**src/rtl/clk_gate_req_ctrl.sv**
```systemverilog
// rtl/clk_gate_req_ctrl.sv - enable-side controller for a clock NAND gating cell
//
// Purpose: runs a gated clock branch on request. Requesters use a 4-phase
// clkreq/clkack handshake. The block raises clken, waits WAKE_DLY cycles for the
// branch to settle and then acknowledges. Once the request drops it keeps the
// clock running for hyst_val idle cycles before gating it off.
//
// Ports:
//   clk        free-running (ungated) clock
//   rst_b      asynchronous active-low reset
//   clkreq     clock request, already synchronous to clk
//   force_on   debug/DFT override, keeps the clock running
//   hyst_val   idle cycles before gate-off, sampled on ON->IDLE entry
//   clken      registered enable to the gating cell (1 = clock runs)
//   clkack     registered handshake acknowledge
//   gate_state FSM state: OFF=0, WAKE=1, ON=2, IDLE=3

module clk_gate_req_ctrl #(
    parameter int WAKE_DLY = 2,
    parameter int HYST_W   = 4
) (
    input  logic              clk,
    input  logic              rst_b,
    input  logic              clkreq,
    input  logic              force_on,
    input  logic [HYST_W-1:0] hyst_val,
    output logic              clken,
    output logic              clkack,
    output logic [1:0]        gate_state
);

    localparam int WCNT_W = $clog2(WAKE_DLY + 1);
    localparam logic [WCNT_W-1:0] WAKE_LOAD = WCNT_W'(WAKE_DLY);
    localparam logic [WCNT_W-1:0] WCNT_ONE  = WCNT_W'(1);
    localparam logic [HYST_W-1:0] HCNT_ONE  = HYST_W'(1);

    typedef enum logic [1:0] {
        ST_OFF  = 2'd0,
        ST_WAKE = 2'd1,
        ST_ON   = 2'd2,
        ST_IDLE = 2'd3
    } state_t;

    state_t            state;
    logic [WCNT_W-1:0] wake_cnt;
    logic [HYST_W-1:0] hyst_cnt;
    logic              req_any;

    assign req_any    = clkreq | force_on;
    assign gate_state = state;

    // clken/clkack are updated only alongside state changes, straight from
    // flops, so the gating cell never sees a combinational glitch.
    always_ff @(posedge clk or negedge rst_b) begin
        if (!rst_b) begin
            state    <= ST_OFF;
            wake_cnt <= '0;
            hyst_cnt <= '0;
            clken    <= 1'b0;
            clkack   <= 1'b0;
        end else begin
            case (state)
                ST_OFF: begin
                    if (req_any) begin
                        state    <= ST_WAKE;
                        wake_cnt <= WAKE_LOAD;
                        clken    <= 1'b1;
                    end
                end
                // Never aborted: the request is ignored until the settling
                // interval completes. The edge that would take the counter to
                // zero is the edge that enters ON.
                ST_WAKE: begin
                    if (wake_cnt <= WCNT_ONE) begin
                        state    <= ST_ON;
                        wake_cnt <= '0;
                        clkack   <= 1'b1;
                    end else begin
                        wake_cnt <= wake_cnt - WCNT_ONE;
                    end
                end
                ST_ON: begin
                    if (!req_any) begin
                        if (hyst_val == '0) begin
                            state  <= ST_OFF;
                            clken  <= 1'b0;
                            clkack <= 1'b0;
                        end else begin
                            state    <= ST_IDLE;
                            hyst_cnt <= hyst_val;
                        end
                    end
                end
                // A request beats expiry on the same edge. Leaving on the edge
                // that would reach zero makes IDLE last exactly hyst_val cycles.
                ST_IDLE: begin
                    if (req_any) begin
                        state    <= ST_ON;
                        hyst_cnt <= '0;
                    end else if (hyst_cnt <= HCNT_ONE) begin
                        state    <= ST_OFF;
                        hyst_cnt <= '0;
                        clken    <= 1'b0;
                        clkack   <= 1'b0;
                    end else begin
                        hyst_cnt <= hyst_cnt - HCNT_ONE;
                    end
                end
                default: begin
                    state  <= ST_OFF;
                    clken  <= 1'b0;
                    clkack <= 1'b0;
                end
            endcase
        end
    end

endmodule

```
**config.mk**
```make
export PLATFORM = sky130hd
export DESIGN_NAME = clk_gate_req_ctrl
export DESIGN_NICKNAME = d
export VERILOG_FILES = /design/src/rtl/clk_gate_req_ctrl.sv
export SDC_FILE = /design/constraint.sdc
export NUM_CORES = 1
export LEC_CHECK = 0
export ABC_AREA = 1
export BUFFER_PORTS_ARGS = -buffer_cell sky130_fd_sc_hd__buf_2
export CAP_MARGIN = 15
export CORE_MARGIN = 8
export CORE_UTILIZATION = 53
export DETAILED_ROUTE_END_ITERATION = 10
export PLACE_DENSITY_LB_ADDON = 0.15
export SETUP_SLACK_MARGIN = 0.5
export SLEW_MARGIN = 20
export SYNTH_ARGS = -nofsm -noshare
export SYNTH_HDL_FRONTEND = slang
export SYNTH_SLANG_ARGS = --single-unit
export TNS_END_PERCENT = 100
```
**constraint.sdc**
```tcl
create_clock -name clk -period 1.75 [get_ports clk]
set_clock_uncertainty 0.15 [all_clocks]
set_input_delay 0.175 -clock clk [delete_from_list [all_inputs] [get_ports clk]]
set_output_delay 0.175 -clock clk [all_outputs]
set_load 0.02 [all_outputs]
```
## Yosys cells after proc, flatten, opt, wreduce, memory -nomap -nowiden

Cells that the tools add are included.
Widths: inputs -> output; s select.

| word-level totals | value |
|---|---|
| register bits | 10 |
| word-level logic and storage cells | 55 |

| operators by class | value |
|---|---|
| add/subtract/negate cells | 2 |
| order comparisons | 2 |
| equality and inequality tests | 11 |
| muxes and demuxes | 23 |
| bitwise gates (word level) | 1 |
| reductions and logical operators | 11 |

Operators by type and width:

| cell | number |
|---|---|
| $mux 2 | 8 |
| $mux 4 | 4 |
| $ne 2x2->1 const B | 7 |
| $reduce_and 6->1 | 2 |
| $pmux 2 s4 | 1 |
| $pmux 4 s2 | 1 |
| $mux 1 | 6 |
| $pmux 1 s3 | 2 |
| $reduce_bool 3->1 | 2 |
| $eq 2x2->1 const B | 2 |
| $le 4x1->1 const B | 1 |
| $logic_not 4->1 | 1 |
| $pmux 2 s2 | 1 |
| $reduce_and 4->1 | 1 |
| $reduce_bool 2->1 | 2 |
| $sub 4x1->4 const B | 1 |
| $ne 3x3->1 const B | 1 |
| $reduce_and 3->1 | 1 |
| $eq 2x1->1 const B | 1 |
| $le 2x1->1 const B | 1 |
| $logic_not 2->1 | 1 |
| $reduce_and 2->1 | 1 |
| $sub 2x1->2 const B | 1 |
| $or 1x1->1 | 1 |

## Logic depth before layout (Yosys ltp)

Gate-level depths: netlist (run 1).

| depth | value |
|---|---|
| depth in word-level cells | 4 |
| mapped depth | 9 |

## Worst setup path before layout (run 1)

Ideal clock, no wire load.

| path | value |
|---|---|
| kind | reg-to-reg |
| from | register hyst_cnt[0] |
| to | register clkack |
| setup time | 120 ps |
| data arrival time | 1100 ps |
| required time | 1480 ps |
| path slack | 380 ps |
| cell stages (with the launch flop) | 10 |
| path buffers | 0 |
| clock period less this slack | 1370 ps |
| cells stage by stage | dfrtp_1 > inv_1 > ha_1 > inv_1 > nand2_1 > nand2_2 > nand2_1 > nand2_1 > o21ai_1 > nand2_1 |

| on the way | value |
|---|---|
| longest elaborated chain between the ends | 3 |

Ends and longest elaborated chain:

| item | RTL line | source |
|---|---|---|
| start: declaration | 46 | `logic [HYST_W-1:0] hyst_cnt;` |
| start signal: assignment | 90 | `hyst_cnt <= hyst_val;` |
| start signal: assignment | 106 | `hyst_cnt <= hyst_cnt - HCNT_ONE;` |
| $le 4x1->1 | 100 | `end else if (hyst_cnt <= HCNT_ONE) begin` |
| $ne 2x2->1 (no line) | -- |  |
| $reduce_and 6->1 (no line) | -- |  |
| end signal: assignment | 87 | `clkack <= 1'b0;` |
| end signal: assignment | 104 | `clkack <= 1'b0;` |
| end signal: assignment | 112 | `clkack <= 1'b0;` |
| end: declaration | 28 | `output logic clkack,` |

No other way between the ends.
A chain may end at the register's enable or synchronous reset.

## Worst setup path in the final report (run 1)

| path | value |
|---|---|
| from | register hyst_cnt[0] |
| to | register state[0] (netlist: gate_state[0]) |

| on the way | value |
|---|---|
| longest elaborated chain between the ends | 3 |

Ends and longest elaborated chain:

| item | RTL line | source |
|---|---|---|
| $le 4x1->1 | 100 |  |
| $ne 3x3->1 (no line) | -- |  |
| $reduce_and 4->1 (no line) | -- |  |
| end signal: assignment | 98 | `state <= ST_ON;` |
| end signal: assignment | 101 | `state <= ST_OFF;` |
| end signal: assignment | 110 | `state <= ST_OFF;` |
| end: declaration | 44 | `state_t state;` |

No other way between the ends.

==> results of run 1 <==
layout make-up:
| class | instances | area [um^2] | area share |
|---|---|---|---|
| Inverter | 14 | 53.8 | 0.0581 |
| Timing Repair Buffer | 18 | 116 | 0.126 |
| Tap cell | 15 | 18.8 | 0.0203 |
| Clock buffer | 4 | 36.3 | 0.0392 |
| Sequential cell | 10 | 253 | 0.273 |
| Multi-Input combinational cell | 81 | 448 | 0.484 |
routing by layer:
metal / vias to the layer above / track usage / share of wire
met2: 13 / 0.279 / 0.55
met1: 328 / 0.150 / 0.41
met5: - / 0 / 0
li1: 374 / - / -
met3: 4 / 0.0426 / 0.026
met4: 0 / 0.0517 / 0.017
cells in the mapped netlist (all sizes together):
library cell  number
nand2             42
nor2              16
inv               13
dfrtp             10
nand3              7
o21ai              5
a21oi              3
nand4              3
ha                 2
and2               1
clkinv             1
o21a               1
xnor2              1
stage by stage:
stage / worst slack, ns / instance area, um^2 / power [mW] / cells / hold slack, ns
after floorplan: 0.433 / 726 / 1.10 / 105 / -0.271
after global placement: 0.339 / 800 / 1.28 / 131 / -0.0962
after detailed placement: 0.308 / 800 / 1.32 / 131 / -0.103
after CTS: 0.352 / 893 / 1.65 / 140 / 0.0687
after global routing: 0.259 / 926 / 1.88 / 142 / 0.105
final: 0.344 / 926 / 1.72 / 142 / 0.0689
flip-flops by register name, indices dropped and copies added (netlist names):
| name | cells |
|---|---|
| clken | 1 |
| wake_cnt | 2 |
| gate_state | 2 |
| hyst_cnt | 4 |
| clkack | 1 |
how the worst max path moves through the flow:
stage	start	end	slack [ns]
after floorplan	hyst_cnt[0]	clkack	0.43
after global placement	hyst_cnt[0]	clkack	0.34
after detailed placement	hyst_cnt[0]	clkack	0.31
after CTS	hyst_cnt[0]	clkack	0.35
after global routing	hyst_cnt[0]	gate_state[0]	0.26
final	hyst_cnt[0]	gate_state[0]	0.34
logic make-up (layout without fill, tap and decap cells):
group           count (synthesis)  count (layout)  share of synthesized area
simple gates                   69              69                      0.458
buf+inv                        14              36                     0.0757
flops                          10              10                      0.352
compound gates                  9               9                     0.0669
fa+ha+maj                       2               2                     0.0352
xor+xnor                        1               1                     0.0123
cells in the final DEF (no fill, tap or decap), drive strengths merged, types with 2 or more instances in the layout:
cell / count
o21ai: 5
nor2: 16
nand3: 7
clkbuf: 4
ha: 2
buf: 17
nand2: 42
inv: 13
a21oi: 3
dfrtp: 10
nand4: 3
where the power goes:
| part | internal [mW] | leakage [nW] | switching (mW) |
|---|---|---|---|
| Combinational | 0.419 | 0.361 | 0.602 |
| Clock | 0.126 | 0.0210 | 0.0909 |
| Sequential | 0.354 | 0.117 | 0.131 |
| Total | 0.899 | 0.499 | 0.824 |
critical path: cells and delay by family, from the launching register on:
kind,cells,cell delay [ns]
AOI/OAI and AO/OA,1,0.16
adders and majority gates,1,0.14
buffers and inverters,2,0.12
DFF,1,0.41
and+or+nand+nor,4,0.31
repair_timing:
action                                  4_1_cts  5_1_grt
resized for setup                             8        5
buffers inserted                              4        2
pin swaps                                     7        1
gates cloned                                  0        0
hold buffers                                  1        0
hold endpoints to repair                     10        0
endpoints found under the setup margin       10       10
==> run_results.csv, run 1 <==
group,metric,value,unit
hold_path,hold_path_end,"hyst_cnt[0]",
detailed_routing,final_antenna_net_count,0,
critical_path,critPathCaptureType,"flop",
detailed_routing,first_pass_iters,4,
critical_path,cp_cell_sequence,"inv_2 > ha_4 > inv_2 > nand2_2 > nand2_4 > nand3_4 > nand2_2 > o21a_1",
critical_path,crit_fanout,5,
synth,synth.area.top_cells,"dfrtp_1 35%, nand2_1 19%, nor2_1 7.4%, inv_1 5.8%, nand2_4 4.8%",
clock_tree,cts_root_buffer,"clkbuf_4",
synth,synth.cell_area,711,um^2
detailed_routing,drt_iter0_drc,8,
hold_path,hold_depth,5,
critical_path,worstReg2RegEnd,"gate_state[0]",
sta,period_needed,1.41,ns
sta,finalSetupTns,0,ns
critical_path,crit_type,"reg -> reg",
global_route,grt_antenna_before_repair,0,
clock_tree,clkLatencyLatePin,0.27,ns
sta,relSlewSlack,0.809,
die,fp.dieH,52.6,um
sta,setup_violations,0,
synth,syn-instance-count,105,
critical_path,r2r-start,"hyst_cnt[0]",
pwr,power_density,1860,mW/mm^2
placement,dpl.hpwl,1.31,mm
hold_path,hold_class,"in -> reg",
clock_tree,clk_path_buf_depth,2,
sta,hold_violations,0,
sta,slew_viol_final,0,
synth,synth.distinct_cells,19,
critical_path,cpPeakStageDelay,0.41,ns
placement,gp_congestion,0.845,
clock_tree,cts_max_level,1,
global_route,grt_pass1_vias,754,
sta,grt_setup_unrepaired,"yes",
sta,max_freq,0.711,GHz
pwr,p_leak,0.499,nW
critical_path,rrSetupSlack,0.34,ns
placement,port_buffers,11,
synth,yosysSeqAreaShare,0.352,
synth,yosys.area.top_type,"dfrtp_1",
critical_path,r2r_cells,8,
layout,final_nets,138,
synth,synth_fp_nets,115,
pwr,ir_drop,0.942,mV
layout,area_growth,30.3,%
global_route,grt_start_max_net_pins,11,
critical_path,slowest_stage,"dfrtp_1",
detailed_routing,wl_per_cell,12.8,um
global_route,grt_pass1_wl,3.10,mm
die,dieArea,0.00277,mm^2
clock_tree,path_clk_slew,0.07,ns
clock_tree,clkSinkCount,10,
detailed_routing,wl,1.82,mm
layout,fill_cells,106,
sta,period_share,0.803,
layout,drive_above_1_share,0.370,
detailed_routing,drc,0,
synth,avgSynthCellArea,6.77,um^2
layout,diodes,0,
run,cap_violations,0,
detailed_routing,vias,719,
critical_path,critPathArrivalTime,1.42,ns
die,core_area,0.00128,mm^2
critical_path,start_kind,"flop",
hold_path,hp-start,"hyst_val[0]",
die,boundaryPins,12,
synth,post-synth-top-area-fraction,0.352,
sta,tightest_slew,0.286,ns
detailed_routing,vias_per_cell,5.06,
global_route,gr-total-overflow,0,
status,outcome,"finished, final reports clean",
die,std_cell_rows,13,
global_route,grt_usage,0.148,
die,die_w,52.6,um
synth,ys_seq_elements,10,
clock_tree,numCtsBuffers,3,
clock_tree,cts_tree,"built",
critical_path,cp.required,1.77,ns
synth,synth_warnings,0,
die,initial_utilization,0.553,
layout,fin_util,0.721,
Power figures use the tool's default switching activity.
==> run 2, diff against run 1 <==
Clock period 1.75 ns to 1.3 ns, I/O delays scaled along.
==> run_results.csv, run 2 (synthesis results as in run 1) <==
group,metric,value,unit
global_route,grt_start_max_net_pins,11,
global_route,grt_antenna_before_repair,0,
critical_path,r2r_cells,9,
sta,grt_setup_unrepaired,"yes",
sta,slew_viol_final,0,
placement,dpl.hpwl,1.39,mm
clock_tree,cts_root_buffer,"clkbuf_4",
layout,final_nets,146,
layout,final_cell_mix,"35 x nand2_1, 11 x nor2_1, 11 x buf_4",
detailed_routing,wl_per_cell,13.1,um
sta,setup_violations,8,
hold_path,hold_path_end,"hyst_cnt[0]",
sta,period_needed,1.46,ns
sta,finalWorstSetupSlack,-0.162,ns
critical_path,cpPeakStageDelay,0.39,ns
sta,whs,0.0343,ns
layout,stdcell_area,0.00103,mm^2
critical_path,cpMostUsedCell,"nand2_1",
layout,diodes,0,
status,outcome,"complete, but fails checks",
pwr,ir_drop,1.62,mV
critical_path,rrSetupSlack,-0.16,ns
critical_path,crit_family,"flip-flops",
placement,port_buffers,11,
run,cap_violations,0,
critical_path,worstReg2RegEnd,"clkack",
global_route,use_met1,0.157,
die,core_area,0.00128,mm^2
critical_path,crit_fanout,4,
layout,area_growth,45.4,%
die,initial_utilization,0.553,
clock_tree,cts_max_level,1,
die,std_cell_rows,13,
clock_tree,clkLatencyLatePin,0.28,ns
detailed_routing,wl,1.97,mm
detailed_routing,first_pass_iters,4,
critical_path,cp.required,1.31,ns
critical_path,crit_type,"reg -> reg",
clock_tree,path_clk_slew,0.08,ns
layout,largest_reg_flops,4,
status,violations,"setup timing",
hold_path,hold_class,"in -> reg",
pwr,power_density,2580,mW/mm^2
critical_path,start_kind,"flop",
sta,relSlewSlack,0.835,
global_route,gr-total-overflow,0,
global_route,grt_usage,0.164,
clock_tree,numCtsBuffers,3,
critical_path,critPathArrivalTime,1.47,ns
global_route,use_met3,0.0483,
layout,fin_util,0.804,
detailed_routing,drc,0,
critical_path,critPathCaptureType,"flop",
placement,place_area,866,um^2
detailed_routing,drt_iter0_drc,10,
die,dieArea,0.00277,mm^2
die,fp.dieH,52.6,um
global_route,grt_busiest_layer,"met2",
global_route,grt_pass1_wl,3.37,mm
clock_tree,clkSinkCount,10,
hold_path,hold_depth,5,
critical_path,timing.critical_path.buf_inv,2,
die,die_w,52.6,um
detailed_routing,vias,756,
hold_path,hp-start,"hyst_val[0]",
layout,fill_cells,87,
layout,top_register,"hyst_cnt",
sta,max_freq,0.684,GHz
pwr,p_leak,0.549,nW
global_route,use_met2,0.300,
critical_path,r2r-start,"hyst_cnt[1]",
detailed_routing,final_antenna_net_count,0,
layout,drive_above_1_share,0.422,
global_route,grt_pass1_vias,783,
detailed_routing,vias_per_cell,5.04,
die,boundaryPins,12,
critical_path,cp_cell_sequence,"inv_2 > ha_2 > inv_1 > nand2_2 > nand2_4 > nand2_1 > nand2_1 > o21ai_1 > nand2_1",
critical_path,slowest_stage,"dfrtp_1",
sta,hold_violations,0,
clock_tree,cts_tree,"built",
sta,period_share,1.12,
sta,tightest_slew,0.247,ns
placement,gp_congestion,0.814,
layout,layout_commonest_cell,"nand2_1",
clock_tree,clk_path_buf_depth,2,
==> run 2: cell types whose count changed in the layout (fill, tap and decap cells not counted), moves of 2 or more <==
cell,delta
buf_6,+6
buf_4,+5
o21ai_0,-2
buf_2,-3
nand2_1,+3
nand2_2,-2
==> run 2: per-layer routing <==
| metal | wire, um | up-vias |
|---|---|---|
| met5 | 0 | - |
| met4 | 65 | 0 |
| met3 | 62 | 10 |
| met2 | 1100 | 12 |
| met1 | 742 | 343 |
| li1 | - | 391 |
==> run 2: through the flow <==
stage | worst slack (ns) | total power [mW] | std cells | setup TNS [ns]
CTS | -0.109 | 2.46 | 146 | -0.542
global route | -0.245 | 2.88 | 150 | -1.58
detailed placement | -0.112 | 1.97 | 138 | -0.498
floorplan | -0.0148 | 1.54 | 105 | -0.0280
finish | -0.162 | 2.66 | 150 | -0.919
global placement | -0.0517 | 1.91 | 138 | -0.184
==> run 2: how the worst max path moves through the flow <==
stage,start,cells after the start,endpoint,slack (ns)
finish,hyst_cnt[1],9,clkack,-0.16
global route,hyst_cnt[1],10,gate_state[1],-0.25
CTS,hyst_cnt[1],8,gate_state[0],-0.11
detailed placement,hyst_cnt[0],8,hyst_cnt[2],-0.11
global placement,hyst_cnt[1],9,clkack,-0.05
floorplan,hyst_cnt[0],9,clkack,-0.01
==> run 2: power breakdown <==
part	internal [mW]	leakage, nW	switching [mW]
combinational	0.797	0.412	0.923
sequential	0.476	0.117	0.164
clock	0.170	0.0210	0.131
total	1.44	0.549	1.22
==> run 2: area by class of cell <==
class,count,area (um^2),share of cell area
well taps,15,18.8,0.0182
flip-flops and latches,10,253,0.245
inverters,14,56.3,0.0545
clock buffers,4,36.3,0.0351
repair buffers,26,206,0.200
multi-input cells,81,463,0.448
==> run 2: worst reg2reg max path, cell delays in order (launching register included) <==
cell and delay, ns:
dfrtp_1 0.39, inv_2 0.09, ha_2 0.16, inv_1 0.04, nand2_2 0.07, nand2_4 0.07
nand2_1 0.10, nand2_1 0.06, o21ai_1 0.12, nand2_1 0.09
==> run 2: timing repair <==
item	in CTS	in global routing
setup buffers	3	4
gates resized for setup	12	8
hold buffers	1	0
endpoints found under the setup margin	14	14
pin swaps	2	7
endpoints found under the hold margin	10	0
